--- src/rtl/ffo32s_decode.sv ---
//----------------------------------------------------------------------------
// Module      : ffo32s_decode
// Description : Sequential position-to-vector decoder (inverse of the
//               find-first-one encoder), MSB-first bit numbering, with a
//               start/ready handshake. Optional thermometer output mode is
//               enabled by defining FFO_DECODE_THERMO_EN.
// Revision    : 1.0 - initial release
//----------------------------------------------------------------------------
`default_nettype none

module ffo32s_decode #(
    parameter int WIDTH = 32,
    parameter int PW    = $clog2(WIDTH)
) (
    input  logic            clock,
    input  logic            reset,
    input  logic            start,
    input  logic [PW-1:0]   p,
    output logic [0:WIDTH-1] b,
    output logic            ready
`ifdef FFO_DECODE_THERMO_EN
    ,
    input  logic            mode
`endif
);

    typedef enum logic [1:0] {
        S_IDLE  = 2'd0,
        S_LOAD  = 2'd1,
        S_SHIFT = 2'd2
    } state_t;

    localparam logic [PW-1:0] c_last = PW'(WIDTH - 1);

    state_t             r_state;
    state_t             w_state_nxt;
    logic [PW-1:0]      r_count;
    logic [PW-1:0]      r_preg;
    logic [0:WIDTH-1]   r_sr;
    logic [0:WIDTH-1]   r_b;
    logic               w_hit;
    logic               w_done;
    logic               w_fill;
    logic               w_accept;

    assign w_accept = (r_state == S_IDLE) && start;
    assign w_hit    = (r_count == r_preg);
    // The WIDTH-1 bound also ends runs whose position cannot be reached.
    assign w_done   = w_hit || (r_count == c_last);

`ifdef FFO_DECODE_THERMO_EN
    logic r_mode;

    always_ff @(posedge clock) begin
        if (reset) begin
            r_mode <= 1'b0;
        end else if (w_accept) begin
            r_mode <= mode;
        end
    end

    assign w_fill = r_mode;
`else
    assign w_fill = 1'b0;
`endif

    always_ff @(posedge clock) begin
        if (reset) begin
            r_state <= S_IDLE;
        end else begin
            r_state <= w_state_nxt;
        end
    end

    always_comb begin
        w_state_nxt = r_state;
        case (r_state)
            S_IDLE:  if (start) w_state_nxt = S_LOAD;
            S_LOAD:  w_state_nxt = S_SHIFT;
            S_SHIFT: if (w_done) w_state_nxt = S_IDLE;
            default: w_state_nxt = S_IDLE;
        endcase
    end

    always_ff @(posedge clock) begin
        if (reset) begin
            r_count <= '0;
            r_preg  <= '0;
            r_sr    <= '0;
            r_b     <= '0;
        end else begin
            case (r_state)
                S_IDLE: begin
                    if (start) begin
                        r_preg <= p;
                    end
                end
                S_LOAD: begin
                    r_sr    <= {1'b1, {(WIDTH-1){1'b0}}};
                    r_count <= '0;
                end
                S_SHIFT: begin
                    if (w_done) begin
                        r_b <= w_hit ? r_sr : '0;
                    end else begin
                        r_sr    <= {w_fill, r_sr[0:WIDTH-2]};
                        r_count <= r_count + 1'b1;
                    end
                end
                default: begin
                    r_count <= r_count;
                end
            endcase
        end
    end

    assign b     = r_b;
    assign ready = (r_state == S_IDLE);

endmodule

`default_nettype wire

--- config.mk ---
export PLATFORM = sky130hd
export DESIGN_NAME = ffo32s_decode
export DESIGN_NICKNAME = d
export VERILOG_FILES = /design/src/rtl/ffo32s_decode.sv
export SDC_FILE = /design/constraint.sdc
export NUM_CORES = 1
export LEC_CHECK = 0
export ABC_AREA = 1
export CAP_MARGIN = 5
export CORE_UTILIZATION = 54
export DETAILED_ROUTE_END_ITERATION = 10
export PLACE_DENSITY_LB_ADDON = 0.1
export SYNTH_ARGS = -nofsm -noshare
export SYNTH_HDL_FRONTEND = slang
export SYNTH_SLANG_ARGS = --single-unit
--- constraint.sdc ---
create_clock -name clock -period 1.83 [get_ports clock]
set_input_delay 0.183 -clock clock [delete_from_list [all_inputs] [get_ports clock]]
set_output_delay 0.183 -clock clock [all_outputs]
set_load 0.1 [all_outputs]
* Word level (Yosys, flattened, before mapping)
Cells that the tools add are included. Widths: inputs -> output; s select.
Operators by class: add/subtract/negate cells 1, equality and inequality tests 7, mux-type cells 8, reduce and logical (&&, ||, !) cells 7
Operator list (number):
- $mux 32 | 2
- $pmux 32 s2 | 1
- $pmux 5 s2 | 1
- $reduce_and 2->1 | 4
- $ne 2x2->1 const B | 3
- $pmux 2 s3 | 1
- $add 5x1->5 const B | 1
- $eq 5x5->1 | 1
- $eq 5x5->1 const B | 1
- $mux 5 | 1
- $mux 2 | 2
- $eq 2x1->1 const B | 1
- $eq 2x2->1 const B | 1
- $logic_not 2->1 | 1
- $reduce_bool 2->1 | 1
- $logic_or 1x1->1 | 1
Word-level totals: register bits after elaboration 76, bits of input ports 8, logic and storage cells 28

* Longest topological paths before layout
Gate-level depths: netlist (run 1).
depth in word-level cells 4, mapped depth 11, mapped depth without buffers 9

* Worst setup path after synthesis (run 1)
No wires, ideal clock.
path kind register to register, start reg r_state[1], end reg r_preg[0], setup time 0.126 ns, arrival time 2.375 ns, required time 1.704 ns, path slack -0.671 ns, cell stages (with the launch flop) 5, buffers on the path 0, period minus slack after synthesis 2.501 ns, cell sequence dfxtp_1 nor2_1 nand2_1 o21ai_0 a21oi_1
Between the ends: word-level cells in the longest chain between the ends 2
RTL lines:
- start: declaration | RTL line 35 | state_t r_state;
- start signal: assignment | RTL line 71 | r_state <= w_state_nxt;
- $logic_not 2->1
- via ready | RTL line 20 | output logic ready
- $reduce_and 2->1 (no source line)
- end signal: assignment | RTL line 95 | r_preg <= p;
- end: declaration | RTL line 38 | logic [PW-1:0] r_preg;
The timed path passes the listed nets, and every way through them passes these cells. A chain may end at the register's enable or synchronous reset.

* Final worst setup path (run 1)
start reg r_count[0], end reg r_b (netlist bit b[10])
Between the ends: word-level cells in the longest chain between the ends 3
RTL lines:
- start: declaration | RTL line 37 | logic [PW-1:0] r_count;
- start signal: assignment | RTL line 107 | r_count <= r_count + 1'b1;
- start signal: assignment | RTL line 111 | r_count <= r_count;
- $eq 5x5->1 (on tied branches) | RTL line 47, 49
- $logic_or 1x1->1 | RTL line 49 | assign w_done = w_hit || (r_count == c_last);
- $reduce_and 2->1 (no source line)
- end signal: assignment | RTL line 104 | r_b <= w_hit ? r_sr : '0;
- end: declaration | RTL line 40 | logic [0:WIDTH-1] r_b;
Parallel ways exist; a longest one is shown, timed or not.

==> results of run 1 <==
-- metal layers --
layer  track usage  routed length [um]
met5             0                   0
met4         0.117                 129
met3        0.0611                 363
met2         0.360                2930
met1         0.303                3100
-- logic make-up after synthesis --
group	synth area share
flops	0.512
fa+ha+maj	0.00842
simple gates	0.262
xor+xnor	0.00885
buf+inv	0.0733
compound gates	0.135
-- power groups by stage --
stage          registers (mW)  logic [mW]  clock network [mW]
6_report                 1.68       0.304                1.16
4_1_cts                  1.68       0.293                1.19
2_1_floorplan            1.72       0.225                   0
3_3_place_gp             1.72       0.290                   0
3_5_place_dp             1.72       0.294                   0
5_1_grt                  1.69       0.330                1.25
-- worst paths after layout --
kind	end	from	slack [ns]
worst max-delay path	b[10]	r_count[0]	0.15
worst min-delay path	r_sr[27]	reset	0.32
worst max register to register	b[10]	r_count[0]	0.15
worst min register to register	b[14]	b[14]	0.46
-- sequential cells by signal, indices dropped and copies added, names as in the netlist --
name / flops
r_state: 2
r_preg: 5
b: 32
r_sr: 32
r_count: 5
-- cell usage in the layout, fill, tap and decap left out --
cell	n
nand2_1	82
nor2_8	1
nand3_1	38
a21oi_1	75
o21ai_0	5
xor2_1	2
clkinvlp_4	1
nor2_1	6
buf_12	2
dfxtp_2	1
dfxtp_1	75
nor2_4	2
xnor2_1	1
nand2_2	2
ha_1	2
buf_4	44
clkbuf_8	12
nand4_1	35
clkdlybuf4s50_1	6
buf_2	1
inv_2	5
clkbuf_1	1
buf_6	1
inv_1	7
nor2_2	1
-- worst register-to-register path, cell delays in order, from the launching register on --
cell	delay (ns)
dfxtp_1	0.39
inv_2	0.06
nand2_1	0.05
nand2_1	0.05
nor2_1	0.09
nand3_1	0.12
buf_4	0.19
nor2_4	0.38
nand2_1	0.12
a21oi_1	0.15
-- final cells by class --
type	instances	area, um2	share of cell area
multi-input cells	252	1250	0.355
repair buffers	54	447	0.127
flip-flops and latches	76	1520	0.431
well taps	70	87.6	0.0248
inverters	12	45.0	0.0128
clock buffers	13	169	0.0478
clock inverters	1	7.51	0.00213
-- timing repair --
action                                  in CTS  in global routing
resized for setup                            0                  2
buffers inserted                             0                  0
endpoints found under the setup margin       0                 17
-- per-stage QoR --
stage | hold WS [ns] | instance area (um2)
after floorplan | 0.341 | 2980
after global placement | 0.448 | 3340
after detailed placement | 0.452 | 3340
after CTS | 0.309 | 3510
after global routing | 0.326 | 3530
final | 0.324 | 3530
==> flow_summary.toml, run 1 <==
[status]
status = "finished, final reports clean"

[global_routing]
grt_use_total = 0.234
grt_antenna_before_repair = 0
grt_pass1_vias = 2455
grt_max_degree = 39
overflow = 0
grt_pass1_wl_mm = 11.0

[logic_synthesis]
synth-main-ff-cell = "dfxtp_1"
synth-edff-count = 0
syn-instance-count = 372
async_reset_ff_frac = 0
syn_nets = 382
seq_area_frac_synth = 0.512
synth-seq-cells = 76
synth_area_per_cell_um2 = 7.98
synthesis.area_mm2 = 0.00297
synthTopCellsByArea = "dfxtp_1 (51%), a21oi_1 (13%), nand2_1 (10%)"
synthTopCellsByCount = "nand2_1 (82), dfxtp_1 (76), a21oi_1 (75), nand3_1 (38), nand4_1 (35)"
synth.distinct_cells = 20
synth_warnings = 0
yosysTopAreaCellShare = 0.512
synth_most_common_cell = "nand2_1"
synth_top_cell_by_area = "dfxtp_1"

[detailed_routing]
ant_nets = 0
vias = 2693
vias_per_cell = 5.63
drtIter0Drc = 140
drc = 0
wl_mm = 6.52
drtPass1Iterations = 4
drt-wirelength-per-cell_um = 13.6

[placed_design]
dp_slack_ns = 0.123
dp_hpwl_mm = 3.93
numPortBuffers = 40
gp_congestion = 0.854
dp.cells = 463

[critical_path]
worstSetupPathType = "flop to flop"
ff2ff_path_depth = 9
cp_top_family = "simple AND/OR/NAND/NOR gates"
crit_fanout = 16
crit_top_cell = "nand2_1"
slowest_delay_ns = 0.39
path_cells = "inv_2 -> nand2_1 -> nand2_1 -> nor2_1 -> nand3_1 -> buf_4 -> nor2_4 -> nand2_1 -> a21oi_1"
end_kind = "flop"
critPathLaunchType = "flop"
slowest_stage = "dfxtp_1"
arrival_ns = 1.96
cp_num_buf_inv = 2
cp.depth = 9
critPathRequiredTime_ns = 2.12

[sta]
clock-skew-final_ns = 0.00714
slew_viol_final = 0
postLayoutSetupSlackWorst_ns = 0.152
setup_viol = 0
min_period_ns = 1.68
clock.fmax_mhz = 596
worst_pin_slew_ns = 0.539
rsz0062_at_grt = "yes"
period_share = 0.917
hold_violations = 0
finalSetupTns_ns = 0
max_slew_margin = 0.640

[clock_network]
cts_buffer_depth = 2
cts.htree.levels = 3
cts-root-buf = "clkbuf_8"
cts_buffers = 9
hold_buffers = 0
cts.clk_slew.worst_paths_ns = 0.07
insertion_delay_ns = 0.35
cts_tree = "built"
cts.sinks = 76

[floorplan]
die_area_mm2 = 0.00580
rows = 26
die_x_um = 76.2
ios = 41
core-area_mm2 = 0.00520
start_util = 0.571
dieHeight_um = 76.2

[power_and_ir_drop]
internal_power_mw = 2.34
switchingPower_mw = 0.808
p_leak_nw = 1.27
power_mw = 3.15
comb_power_share = 0.096
power_frac_seq = 0.534
power_frac_clock = 0.369
peakVddDrop_uv = 600
powerDensity_mw_per_mm2 = 893
swShare = 0.256

[finish]
diodes = 0
drive_above_1_share = 0.179
synthToLayoutAreaGrowth_pct = 18.9
fin_cells = 478
num-fill-cells = 480
fin_util = 0.678
nets = 415

[hold_path]
min_path_cells = 2
hold_class = "primary input to flop"

[run]
maxCapViolCount = 0
Note: power is estimated with default switching activity, not from simulation.
==> run 2: changes to the inputs <==
CORE_ASPECT_RATIO = 1.4   (was not set)
PLACE_DENSITY = 0.79   (was not set)
PLACE_DENSITY_LB_ADDON = not set   (was 0.1)
==> flow_summary.toml, run 2 (synthesis gave the netlist of run 1 again) <==
[status]
status = "finished, final reports clean"

[power_and_ir_drop]
powerDensity_mw_per_mm2 = 925
p_leak_nw = 1.30
power_mw = 3.33
peakVddDrop_uv = 690

[global_routing]
grt_pass1_wl_mm = 10.9
grt_use_total = 0.235
grt_pass1_vias = 2418
grt_max_degree = 39
overflow = 0
grt_antenna_before_repair = 0

[run]
maxCapViolCount = 0

[critical_path]
slowest_delay_ns = 0.34
slowest_stage = "dfxtp_2"
cp_top_family = "adder cells"
crit_fanout = 17
critPathRequiredTime_ns = 2.07
arrival_ns = 1.88
critPathLaunchType = "flop"
r2r_start = "r_count[0]"
end_kind = "flop"
cp_num_buf_inv = 2
critPathLaunch = "r_count[0]"
worstSetupPathType = "flop to flop"
path_cells = "ha_1 -> nand2_1 -> nor2_1 -> ha_1 -> inv_4 -> nand3_2 -> buf_6 -> a21oi_1 -> nor2_1"

[clock_network]
cts.sinks = 76
cts.clk_slew.worst_paths_ns = 0.08
insertion_delay_ns = 0.35
cts.htree.levels = 3
cts_buffers = 9
cts-root-buf = "clkbuf_8"
hold_buffers = 0
cts_buffer_depth = 2
cts_tree = "built"

[floorplan]
core-area_mm2 = 0.00524
ios = 41
dieHeight_um = 89.8
die_x_um = 64.7
start_util = 0.567
rows = 31
die_area_mm2 = 0.00581

[finish]
design_area_mm2 = 0.00360
drive_above_1_share = 0.191
diodes = 0
synthToLayoutAreaGrowth_pct = 21.1
nets = 415
layout.cells.most_common = "nand2_1"
most-common-layout-cells = "nand2_1 (82), a21oi_1 (75), dfxtp_1 (74), buf_4 (42), nand3_1 (36)"

[sta]
min_period_ns = 1.64
hold_violations = 0
clock.fmax_mhz = 608
setup_viol = 0
clock-skew-final_ns = 0.00769
slew_viol_final = 0
rsz0062_at_grt = "no"
postLayoutSetupSlackWorst_ns = 0.186
period_share = 0.898
worst_pin_slew_ns = 0.396
max_slew_margin = 0.736
finalSetupTns_ns = 0

[hold_path]
hold_class = "primary input to flop"
min_from = "reset"

[placed_design]
placed_area_mm2 = 0.00331
dp_hpwl_mm = 4.02
gp_congestion = 0.801
dp_slack_ns = 0.0714
numPortBuffers = 40

[detailed_routing]
drt-wirelength-per-cell_um = 13.8
drtPass1Iterations = 4
wl_mm = 6.58
vias_per_cell = 5.67
vias = 2691
ant_nets = 0
drtIter0Drc = 207
drc = 0
run 2: cell types whose count changed in the layout (fill, tap and decap cells not counted):
cell and change:
buf_4 -2, buf_8 +2, nand3_1 -2, bufinv_16 +1
clkbuf_1 -1, clkinvlp_4 +1, dfxtp_1 -1, dfxtp_2 +1
inv_2 -1, inv_4 +1, nand3_2 +1, nand3_4 +1
run 2: path summary, 6_finish.rpt:
| path | to | slack (ns) | cells after the start |
|---|---|---|---|
| worst min register to register | b[14] | 0.46 | 2 |
| worst min-delay path | b[21] | 0.22 | 2 |
| worst max register to register | r_count[0] | 0.19 | 9 |
| worst max-delay path | r_count[0] | 0.19 | 9 |
run 2: layer usage:
metal | up-vias | track usage | part of all wire | wire (um)
met3 | 11 | 0.0533 | 0.051 | 334
met2 | 79 | 0.395 | 0.52 | 3410
met4 | 0 | 0.0907 | 0.018 | 120
met1 | 1261 | 0.286 | 0.41 | 2710
met5 | - | 0 | 0 | 0
li1 | 1340 | - | - | -
run 2: cell type report:
cell class	count	area [um2]
clock buffers	12	165
multi-input cells	252	1270
fillers	461	1640
inverters	12	47.5
flip-flops and latches	76	1520
clock inverters	3	45.0
well taps	66	82.6
repair buffers	54	462
run 2: power breakdown:
| group | switching, mW | internal [mW] | leakage, nW |
|---|---|---|---|
| Clock | 0.591 | 0.734 | 0.101 |
| Combinational | 0.228 | 0.0897 | 0.581 |
| Sequential | 0.0134 | 1.67 | 0.615 |
| Total | 0.832 | 2.49 | 1.30 |
run 2: stage by stage:
stage	hold WS [ns]	std cells	util
floorplan	0.341	372	-
detailed placement	0.451	458	0.633
finish	0.219	475	0.687
global placement	0.448	458	0.633
global route	0.234	475	0.687
CTS	0.213	473	0.673
run 2: repair_timing:
action                                  in CTS  in global routing
endpoints found under the setup margin       0                 69
buffers inserted                             0                  1
resized for setup                            0                 11
==> run 3: changes to the inputs <==
ABC_CLOCK_PERIOD_IN_PS = 1830   (was not set)
==> results of run 3 <==
No change in the layout: final DEF, timing and power equal those of run 2.
